### src/rtl/dcm_100.sv
// dcm_100: behavioural 100 MHz clock block with six phase-aligned divided outputs and a lock flag
module dcm_100 #(
  parameter int DIV0 = 1,
  parameter int DIV1 = 2,
  parameter int DIV2 = 4,
  parameter int DIV3 = 5,
  parameter int DIV4 = 8,
  parameter int DIV5 = 10,
  parameter int LOCK_CYCLES = 16
) (
  input  logic CLKIN_IN,
  input  logic RST_IN,
  output logic CLKIN_IBUFG_OUT,
  output logic CLKOUT0_OUT,
  output logic CLKOUT1_OUT,
  output logic CLKOUT2_OUT,
  output logic CLKOUT3_OUT,
  output logic CLKOUT4_OUT,
  output logic CLKOUT5_OUT,
  output logic LOCKED_OUT
);
  localparam int DIVS [6] = '{DIV0, DIV1, DIV2, DIV3, DIV4, DIV5};
  logic [7:0] cnt;
  logic       locked, run;
  logic [5:0] co;
  assign CLKIN_IBUFG_OUT = CLKIN_IN;
  assign LOCKED_OUT = locked;
  assign {CLKOUT5_OUT, CLKOUT4_OUT, CLKOUT3_OUT, CLKOUT2_OUT, CLKOUT1_OUT, CLKOUT0_OUT} = co;
  if (LOCK_CYCLES < 1 || LOCK_CYCLES > 255) begin : g_bad_lock
    $error("dcm_100: LOCK_CYCLES out of range 1..255");
  end
  // run marks edges after the first locked one, so dividers start at phase 0 together
  always_ff @(posedge CLKIN_IN or negedge RST_IN)
    if (!RST_IN) begin
      cnt    <= '0;
      locked <= 1'b0;
      run    <= 1'b0;
    end else begin
      cnt    <= (cnt == 8'hff) ? cnt : cnt + 8'd1;
      locked <= locked | (cnt == 8'(LOCK_CYCLES - 1));
      run    <= locked;
    end
  for (genvar i = 0; i < 6; i++) begin : g_out
    if (DIVS[i] < 1 || DIVS[i] > 256) begin : g_bad_div
      $error("dcm_100: DIV ratio out of range 1..256");
    end
    if (DIVS[i] == 1) begin : g_pass
      logic en;
      // enable changes only while the clock is low, so the gated output never runts
      always_ff @(negedge CLKIN_IN or negedge RST_IN)
        if (!RST_IN) en <= 1'b0;
        else en <= locked;
      assign co[i] = CLKIN_IN & en;
    end else begin : g_div
      localparam logic [7:0] LAST = 8'(DIVS[i] - 1);
      localparam logic [7:0] HALF = 8'((DIVS[i] + 1) / 2);
      logic [7:0] ph, np;
      logic       q;
      always_comb np = !run ? 8'd0 : (ph == LAST ? 8'd0 : ph + 8'd1);
      always_ff @(posedge CLKIN_IN or negedge RST_IN)
        if (!RST_IN) begin
          ph <= '0;
          q  <= 1'b0;
        end else if (locked) begin
          ph <= np;
          q  <= np < HALF;
        end
      assign co[i] = q;
    end
  end
endmodule

### config.mk
export PLATFORM = sky130hd
export DESIGN_NAME = dcm_100
export DESIGN_NICKNAME = d
export VERILOG_FILES = /design/src/rtl/dcm_100.sv
export SDC_FILE = /design/constraint.sdc
export NUM_CORES = 1
export LEC_CHECK = 0
export ABC_CLOCK_PERIOD_IN_PS = 2610
export CORE_ASPECT_RATIO = 0.5
export CORE_UTILIZATION = 60
export DETAILED_ROUTE_END_ITERATION = 6
export GPL_TIMING_DRIVEN = 0
export PLACE_DENSITY = 0.78
export SLEW_MARGIN = 20
export SYNTH_ARGS = -nofsm -noshare
export SYNTH_HDL_FRONTEND = slang
export SYNTH_SLANG_ARGS = --single-unit
### constraint.sdc
create_clock -name CLKIN_IN -period 2.61 [get_ports CLKIN_IN]
set_input_delay 0.261 -clock CLKIN_IN [delete_from_list [all_inputs] [get_ports CLKIN_IN]]
set_output_delay 0.261 -clock CLKIN_IN [all_outputs]
set_load 0.02 [all_outputs]
==> impl_metrics.env, run 1 <==
export IMPL_critPathTopFamily="flip-flops"
export IMPL_finalMaxSlewViolations=0
export IMPL_clk_pin_slew_ns=0.10
export IMPL_rr_worst_depth=0
export IMPL_grt_setup_unrepaired="true"
export IMPL_layout_setup_ws_ns=-0.008492
export IMPL_crit_type="flip-flop to primary output"
export IMPL_path_cells="and2_4 > buf_6"
export IMPL_yosysTopAreaCell="dfrtp_1"
export IMPL_synthCells=342
export IMPL_syn_area_mm2=0.003219
export IMPL_io_pins=10
export IMPL_final_setup_tns_ns=-0.008492
export IMPL_critPathSlowestCell="dfrtn_1"
export IMPL_grt_start_max_net_pins=57
export IMPL_drc=0
export IMPL_die_width_um=105.6
export IMPL_path_max_fanout=1
export IMPL_grt_util_met2_pct=44.08
export IMPL_synth_top_flop_cell="dfrtp_1"
export IMPL_clock_latency_ns=0.43
export IMPL_hold_path_class="primary input to asynchronous set/reset pin"
export IMPL_r2r_start="LOCKED_OUT$_DFF_PN0_"
export IMPL_p_leak_nw=1.506
export IMPL_synth_area_leaders="dfrtp_1, o21ai_0, nand2_1, nand3_1, ha_1"
export IMPL_fillCellCount=406
export IMPL_area_delta_synth_final_pct=11.47
export IMPL_hold_viol_final=0
export IMPL_power_density_mw_per_mm2=507.7
export IMPL_num_vias=2699
export IMPL_nets=374
export IMPL_final_cells=435
export IMPL_die_area_mm2=0.005680
export IMPL_numPortBuffers=9
export IMPL_grt_pass1_wl_um=11160
export IMPL_rrSetupSlack_ns=0.61
export IMPL_grt_usage_pct=26.42
export IMPL_crit_buf_inv=1
export IMPL_yosysSeqAreaShare_pct=43.53
export IMPL_grtUsageMet1_pct=33.44
export IMPL_synth_edf_count=0
export IMPL_crit_required_ns=2.35
export IMPL_drive_gt1_share_pct=10.14
export IMPL_routedWlPerCell_um=16.14
export IMPL_startpoint_type="flip-flop"
export IMPL_power_mw=1.822
export IMPL_grt_pass1_vias=2352
export IMPL_skew_ns=0.01363
export IMPL_dp_hpwl_um=4642
export IMPL_maxCapViolations=0
export IMPL_outcome="finished with violations"
export IMPL_synthDistinctLibCells=57
export IMPL_violations="negative setup slack"
export IMPL_hold_ws_ns=0.4201
export IMPL_routabilityCongestion=0.8193
export IMPL_grt_busiest_layer="met2"
export IMPL_start_util_pct=63.81
export IMPL_placed_area_mm2=0.003395
export IMPL_setup_violations=2
export IMPL_met3_usage_pct=7.748
export IMPL_worst_pin_slew_ns=0.6968
export IMPL_netlist_area_leader_share_pct=42.75
export IMPL_grt_ovfl_total=0
export IMPL_design_core_area_mm2=0.005045
export IMPL_syn_area_per_cell_um2=9.413
export IMPL_ant_nets=0
export IMPL_synthArstFlopShare_pct=100.0
export IMPL_irDropWorstVdd_v=0.0007489
export IMPL_rows=18
export IMPL_syn_nets=353
export IMPL_worstPathArrival_ns=2.36
export IMPL_rr_endpoint="g_out[0].g_pass.en$_DFF_NN0_"
export IMPL_design_area_mm2=0.003588
export IMPL_die_h_um=53.80
export IMPL_slowest_delay_ns=0.39
export IMPL_drt_total_wl_um=7022
export IMPL_dr_first_iter_drc_count=128
export IMPL_antenna_found_initial=0
export IMPL_via_per_inst=6.205
export IMPL_cp_end_kind="primary output"
export IMPL_drtPass1Iterations=4
export IMPL_synth_seq_cells=56
export IMPL_cts_tree="done"
export IMPL_placed_cells=421
export IMPL_finalCoreUtilization_pct=71.13
export IMPL_num_antenna_cells=0
export IMPL_ys_warn_count=0
export IMPL_slew_headroom_pct=53.55
export IMPL_dp_slack_ns=-0.003397
[placed cells by master (no fill, tap or decap), types with 10 or more instances in the layout]
cell type and instances:
dfrtp_1 55, nand2_1 35, o21ai_0 31, nand3_1 26
inv_1 12, nor3_1 12, a21oi_1 12, nor2_1 11
clkbuf_1 10, o2bb2ai_1 10, clkbuf_8 10
[worst max-delay path by stage]
stage | startpoint | slack, ns | cells after the start | end
4_1_cts | g_out[0].g_pass.en$_DFF_NN0_ | -0.02 | 2 | CLKOUT0_OUT
6_report | g_out[0].g_pass.en$_DFF_NN0_ | -0.008 | 2 | CLKOUT0_OUT
2_1_floorplan | g_out[0].g_pass.en$_DFF_NN0_ | 0.47 | 1 | CLKOUT0_OUT
5_1_grt | g_out[0].g_pass.en$_DFF_NN0_ | -0.05 | 2 | CLKOUT0_OUT
3_5_place_dp | g_out[0].g_pass.en$_DFF_NN0_ | -0.003 | 2 | CLKOUT0_OUT
3_3_place_gp | RST_IN | -1.61 | 1 | g_out[0].g_pass.en$_DFF_NN0_
[Yosys cell counts (2+ instances only)]
cell type  number
mux2i_1         8
nand3_1        26
and3_1          9
o2bb2ai_1      10
o31ai_1         9
o21ai_0        31
nor2_1         11
dfrtp_1        55
xnor2_1         9
o22ai_1         3
xor2_1          6
or3_1           2
o21ai_2         2
o21ai_1         6
nor2b_1         6
or2_2           3
o22a_1          2
nor4_1          2
a21oi_1        12
buf_4           3
and2_1          2
nand2b_1        7
o41ai_1         5
nor3_1         12
clkbuf_1        9
a31oi_1         5
nand2_1        35
nand4_1         3
o211ai_1        2
ha_1            9
inv_1          12
[flip-flops by register name (all words and copies together) (netlist names)]
signal and count:
CLKOUT1_OUT 1, CLKOUT4_OUT 1, cnt 8, g_out.g_pass.en 1
CLKOUT3_OUT 1, LOCKED_OUT 1, CLKOUT2_OUT 1, CLKOUT5_OUT 1
g_out.g_div.ph 40, run 1
[metal layers]
layer,routed length [µm],vias up,part of all wire [%]
met3,454,8,6.5
met2,3233,81,46
li1,-,1304,-
met1,3271,1306,47
met5,0,-,0
met4,62,0,0.88
[area by class of cell]
cell class                      count  area [µm²]  area share [%]
Buffer                             15       77.57           2.162
Clock buffer                       13       162.7           4.533
Clock inverter                      2       38.79           1.081
Inverter                           13       48.80           1.360
Multi-Input combinational cell    258        1694           47.21
Sequential cell                    56        1401           39.05
Tap cell                           70       87.58           2.441
Timing Repair Buffer                8       77.57           2.162
[cells by family (layout without fill, tap and decap cells)]
| kind of cell | count (synthesis) | in the layout | synth area share (%) |
|---|---|---|---|
| buffers and inverters | 28 | 51 | 3.925 |
| multiplexers | 9 | 9 | 2.837 |
| AO/OA/AOI/OAI | 97 | 97 | 21.30 |
| XOR/XNOR | 15 | 15 | 4.081 |
| flip-flops | 56 | 56 | 43.53 |
| AND/OR/NAND/NOR | 128 | 128 | 20.83 |
| adder cells (fa/ha/maj) | 9 | 9 | 3.498 |
[timing repair]
action / 4_1_cts / 5_1_grt
endpoints found under the hold margin: 55 / 0
hold buffers: 1 / 0
setup endpoints to repair: 2 / 2
gates resized for setup: 7 / 0
gates cloned: 0 / 0
setup buffers: 0 / 0
[report_power, final]
part	internal (mW)	switching (mW)	leakage, nW
Clock	0.545	0.392	0.111
Sequential	0.867	0	0.720
Combinational	0.00196	0.0161	0.675
Total	1.41	0.408	1.51
Note: power is estimated with default switching activity, not from simulation.
==> run 2, diff against run 1 <==
- CELL_PAD_IN_SITES_DETAIL_PLACEMENT: default -> 1
- CELL_PAD_IN_SITES_GLOBAL_PLACEMENT: default -> 2
- CORE_UTILIZATION: 60 -> 39
- PLACE_DENSITY: 0.78 -> default
- PLACE_DENSITY_LB_ADDON: default -> 0.1
==> impl_metrics.env, run 2 (synthesis results as in run 1) <==
export IMPL_final_setup_tns_ns=-0.07143
export IMPL_path_max_fanout=1
export IMPL_num_vias=2722
export IMPL_drc=0
export IMPL_maxCapViolations=0
export IMPL_irDropWorstVdd_v=0.0005937
export IMPL_start_util_pct=42.07
export IMPL_grt_pass1_wl_um=14570
export IMPL_p_leak_nw=1.555
export IMPL_routedWlPerCell_um=17.38
export IMPL_drive_gt1_share_pct=10.38
export IMPL_cp_end_kind="primary output"
export IMPL_slew_headroom_pct=58.14
export IMPL_nets=375
export IMPL_worst_pin_slew_ns=0.6280
export IMPL_placed_cells=460
export IMPL_violations="negative setup slack"
export IMPL_grt_setup_unrepaired="true"
export IMPL_die_h_um=66.25
export IMPL_clockPowerShare_pct=58.9
export IMPL_p_sw_share_pct=21.96
export IMPL_area_delta_synth_final_pct=16.52
export IMPL_via_per_inst=5.743
export IMPL_reg_top3="g_out.g_div.ph: 40 flops, cnt: 8 flops"
export IMPL_cell_internal_pwr_mw=1.690
export IMPL_num_antenna_cells=0
export IMPL_top_register="g_out.g_div.ph"
export IMPL_hold_viol_final=0
export IMPL_hold_ws_ns=0.2558
export IMPL_outcome="finished with violations"
export IMPL_switching_power_mw=0.4755
export IMPL_final_cell_mix="dfrtp_1, nand2_1, o21ai_0"
export IMPL_ant_nets=0
export IMPL_rows=22
export IMPL_layout_setup_ws_ns=-0.07143
export IMPL_mostFrequentLayoutCell="dfrtp_1"
export IMPL_drtPass1Iterations=5
export IMPL_dp_hpwl_um=5590
export IMPL_crit_required_ns=2.35
export IMPL_design_core_area_mm2=0.007652
export IMPL_r2r_start="g_out[2].g_div.ph[0]$_DFFE_PN0P_"
export IMPL_clock_latency_ns=0.45
export IMPL_grt_ovfl_total=0
export IMPL_io_pins=10
export IMPL_hold_path_class="primary input to asynchronous set/reset pin"
export IMPL_largest_reg_flops=40
export IMPL_die_area_mm2=0.008644
export IMPL_p_seq_share_pct=40.0
export IMPL_clk_pin_slew_ns=0.08
export IMPL_crit_type="flip-flop to primary output"
export IMPL_numPortBuffers=9
export IMPL_power_density_mw_per_mm2=577.4
export IMPL_worstPathArrival_ns=2.42
export IMPL_final_cells=474
export IMPL_drt_total_wl_um=8239
export IMPL_die_width_um=130.5
export IMPL_comb_power_share_pct=1.1
export IMPL_cts_tree="done"
export IMPL_setup_violations=2
export IMPL_routabilityCongestion=0.8423
export IMPL_grt_usage_pct=22.50
export IMPL_post_cts_buffers=0
export IMPL_skew_ns=0.03520
export IMPL_startpoint="g_out[0].g_pass.en$_DFF_NN0_"
export IMPL_antenna_found_initial=0
export IMPL_grt_pass1_vias=2873
export IMPL_startpoint_type="flip-flop"
export IMPL_finalMaxSlewViolations=0
export IMPL_grt_start_max_net_pins=42
export IMPL_dr_first_iter_drc_count=95
-- run 2: cell type report --
type,count,area [µm²]
Buffer,15,77.57
Clock buffer,12,250.2
Clock inverter,3,46.29
Fill cell,893,3901
Inverter,13,48.80
Multi-Input combinational cell,258,1694
Sequential cell,56,1401
Tap cell,108,135.1
Timing Repair Buffer,9,97.59
-- run 2: metrics by stage --
step	worst slack (ns)	utilization, %	power (mW)	instance area, µm²
after global placement	-1.758	45.01	1.039	3445
final	-0.07143	49.02	2.166	3751
after detailed placement	-0.01844	45.24	1.043	3462
after global routing	-0.1032	49.02	2.248	3751
after floorplan	0.4692	-	0.9623	3219
after CTS	-0.09263	49.02	2.200	3751
-- run 2: path summary, 6_finish.rpt --
kind,endpoint,slack (ns),cells after the start
max,CLKOUT0_OUT,-0.07,2
min,g_out[4].g_div.ph[5]$_DFFE_PN0P_,0.26,2
max reg2reg,g_out[2].g_div.ph[7]$_DFFE_PN0P_,0.58,6
min reg2reg,CLKOUT1_OUT$_DFFE_PN0P_,0.50,2
max in group asynchronous,g_out[0].g_pass.en$_DFF_NN0_,0.67,3
min in group CLKIN_IN,CLKOUT1_OUT$_DFFE_PN0P_,0.50,2
-- run 2: critical path, cell delays in order, from the launching register on --
cell and delay, ns:
dfrtn_1 0.42, and2_4 0.14, buf_6 0.10
-- run 2: what timing repair did --
item	CTS	global route
setup endpoints to repair	2	2
hold endpoints to repair	15	0
gates resized for setup	7	0
hold buffers	1	0
-- run 2: layer usage --
layer  track usage [%]  wire, µm  vias up
met3             5.502       291        8
met1             29.69      4120     1382
met5                 0         0        -
met4             6.897        63        0
met2             36.44      3764       35
li1                  -         -     1297
-- run 2: power by group through the flow --
stage / Sequential, mW / Clock (mW) / Combinational, mW
floorplan: 0.884 / 0.0779 / 0.000000639
global placement: 0.884 / 0.135 / 0.0197
detailed placement: 0.884 / 0.135 / 0.0239
CTS: 0.867 / 1.31 / 0.0251
global route: 0.867 / 1.35 / 0.0274
finish: 0.867 / 1.28 / 0.0232
==> run 3, diff against run 2 <==
- PLACE_DENSITY_LB_ADDON: 0.1 -> 0.05
==> impl_metrics.env, run 3 (synthesis results as in run 1) <==
export IMPL_drive_gt1_share_pct=9.836
export IMPL_reg_top3="g_out.g_div.ph: 40 flops, cnt: 8 flops"
export IMPL_p_leak_nw=1.549
export IMPL_dp_slack_ns=-0.01101
export IMPL_hold_viol_final=0
export IMPL_start_util_pct=42.07
export IMPL_violations="negative setup slack"
export IMPL_outcome="finished with violations"
export IMPL_slew_headroom_pct=57.40
export IMPL_grt_setup_unrepaired="true"
export IMPL_setup_violations=2
export IMPL_via_per_inst=5.713
export IMPL_worstPathArrival_ns=2.37
export IMPL_num_antenna_cells=0
export IMPL_numPortBuffers=9
export IMPL_path_max_fanout=1
export IMPL_routabilityCongestion=0.7977
export IMPL_crit_type="flip-flop to primary output"
export IMPL_dp_hpwl_um=5793
export IMPL_switching_power_mw=0.4503
export IMPL_nets=375
export IMPL_post_cts_buffers=0
export IMPL_final_cell_mix="dfrtp_1, nand2_1, o21ai_0"
export IMPL_power_density_mw_per_mm2=554.2
export IMPL_startpoint_type="flip-flop"
export IMPL_routedWlPerCell_um=17.74
export IMPL_crit_required_ns=2.35
export IMPL_design_core_area_mm2=0.007652
export IMPL_clock_latency_ns=0.44
export IMPL_path_cells="and2_4 > buf_6"
export IMPL_num_vias=2708
export IMPL_ant_nets=0
export IMPL_critPathSlowestCell="dfrtn_1"
export IMPL_hold_path_class="primary input to asynchronous set/reset pin"
export IMPL_largest_reg_flops=40
export IMPL_drc=0
export IMPL_finalMaxSlewViolations=0
export IMPL_critPathTopFamily="flip-flops"
export IMPL_crit_buf_inv=1
export IMPL_grt_pass1_wl_um=14680
export IMPL_grt_start_max_net_pins=48
export IMPL_p_seq_share_pct=41.9
export IMPL_clockPowerShare_pct=56.9
export IMPL_rows=22
export IMPL_rrSetupSlack_ns=0.59
export IMPL_comb_power_share_pct=1.2
export IMPL_io_pins=10
export IMPL_drt_total_wl_um=8409
export IMPL_fillCellCount=903
export IMPL_drtPass1Iterations=4
export IMPL_power_mw=2.069
export IMPL_top_register="g_out.g_div.ph"
export IMPL_die_h_um=66.25
export IMPL_finalCoreUtilization_pct=48.79
export IMPL_maxCapViolations=0
export IMPL_grt_pass1_vias=2882
export IMPL_clk_pin_slew_ns=0.07
export IMPL_mostFrequentLayoutCell="dfrtp_1"
export IMPL_p_sw_share_pct=21.77
export IMPL_dr_first_iter_drc_count=172
export IMPL_slowest_delay_ns=0.39
export IMPL_grt_usage_pct=22.76
export IMPL_multi_input_area_mm2=0.001694
export IMPL_area_delta_synth_final_pct=15.97
export IMPL_die_area_mm2=0.008644
export IMPL_regArea_mm2=0.001401
export IMPL_skew_ns=0.03702
export IMPL_worst_pin_slew_ns=0.6391
export IMPL_cell_internal_pwr_mw=1.619
export IMPL_irDropWorstVdd_v=0.0002586
export IMPL_cts_tree="done"
export IMPL_grt_ovfl_total=0
export IMPL_cp_end_kind="primary output"
export IMPL_layout_setup_ws_ns=-0.02312
export IMPL_antenna_found_initial=0
export IMPL_die_width_um=130.5
==> run 3: cell count changes in the layout (fill, tap and decap cells not counted) <==
cell	delta
clkinvlp_4	-1
clkbuf_1	+2
inv_6	-1
buf_16	+1
bufinv_16	-1
clkbuf_8	+1
buf_12	-1
==> run 3: path summary, 6_finish.rpt <==
kind	endpoint	cells after the start	start
setup / recovery	CLKOUT0_OUT	2	g_out[0].g_pass.en$_DFF_NN0_
hold / removal	g_out[5].g_div.ph[3]$_DFFE_PN0P_	2	RST_IN
setup reg to reg	CLKOUT3_OUT$_DFFE_PN0P_	6	g_out[3].g_div.ph[3]$_DFFE_PN0P_
hold reg to reg	cnt[3]$_DFFE_PN0P_	1	cnt[3]$_DFFE_PN0P_
max in group asynchronous	g_out[0].g_pass.en$_DFF_NN0_	3	RST_IN
min in group CLKIN_IN	cnt[3]$_DFFE_PN0P_	1	cnt[3]$_DFFE_PN0P_
==> run 3: cell type report <==
type | count | area share (%)
Inverter | 13 | 1.307
Clock buffer | 15 | 7.272
Timing Repair Buffer | 9 | 2.815
Sequential cell | 56 | 37.53
Buffer | 15 | 2.078
Multi-Input combinational cell | 258 | 45.38
Tap cell | 108 | 3.619
==> run 3: power by group through the flow <==
stage | clock (mW) | sequential [mW] | combinational, mW
after floorplan | 0.0779 | 0.884 | 0.000000639
after global placement | 0.135 | 0.884 | 0.0199
after detailed placement | 0.135 | 0.884 | 0.0258
after CTS | 1.21 | 0.867 | 0.0270
after global routing | 1.26 | 0.867 | 0.0295
final | 1.18 | 0.867 | 0.0248
==> run 3: repair_timing <==
action	4_1_cts	5_1_grt
hold buffers	1	0
resized for setup	7	0
endpoints found under the hold margin	55	0
endpoints found under the setup margin	2	2
==> run 3: metal layers <==
metal | up-vias | track usage (%) | wire (µm)
li1 | 1299 | - | -
met1 | 1358 | 30.52 | 4196
met2 | 39 | 36.11 | 3800
met3 | 12 | 5.987 | 292
met4 | 0 | 6.466 | 120
met5 | - | 0 | 0
==> run 3: metrics by stage <==
stage / TNS, ns / cell area, µm² / hold WS, ns / cells
floorplan: 0 / 3219 / -0.03459 / 342
global placement: -35.65 / 3445 / 0.4764 / 459
detailed placement: -0.01101 / 3470 / 0.1186 / 460
CTS: -0.03409 / 3734 / 0.2398 / 474
global route: -0.07151 / 3734 / 0.2387 / 474
finish: -0.02312 / 3734 / 0.2376 / 474
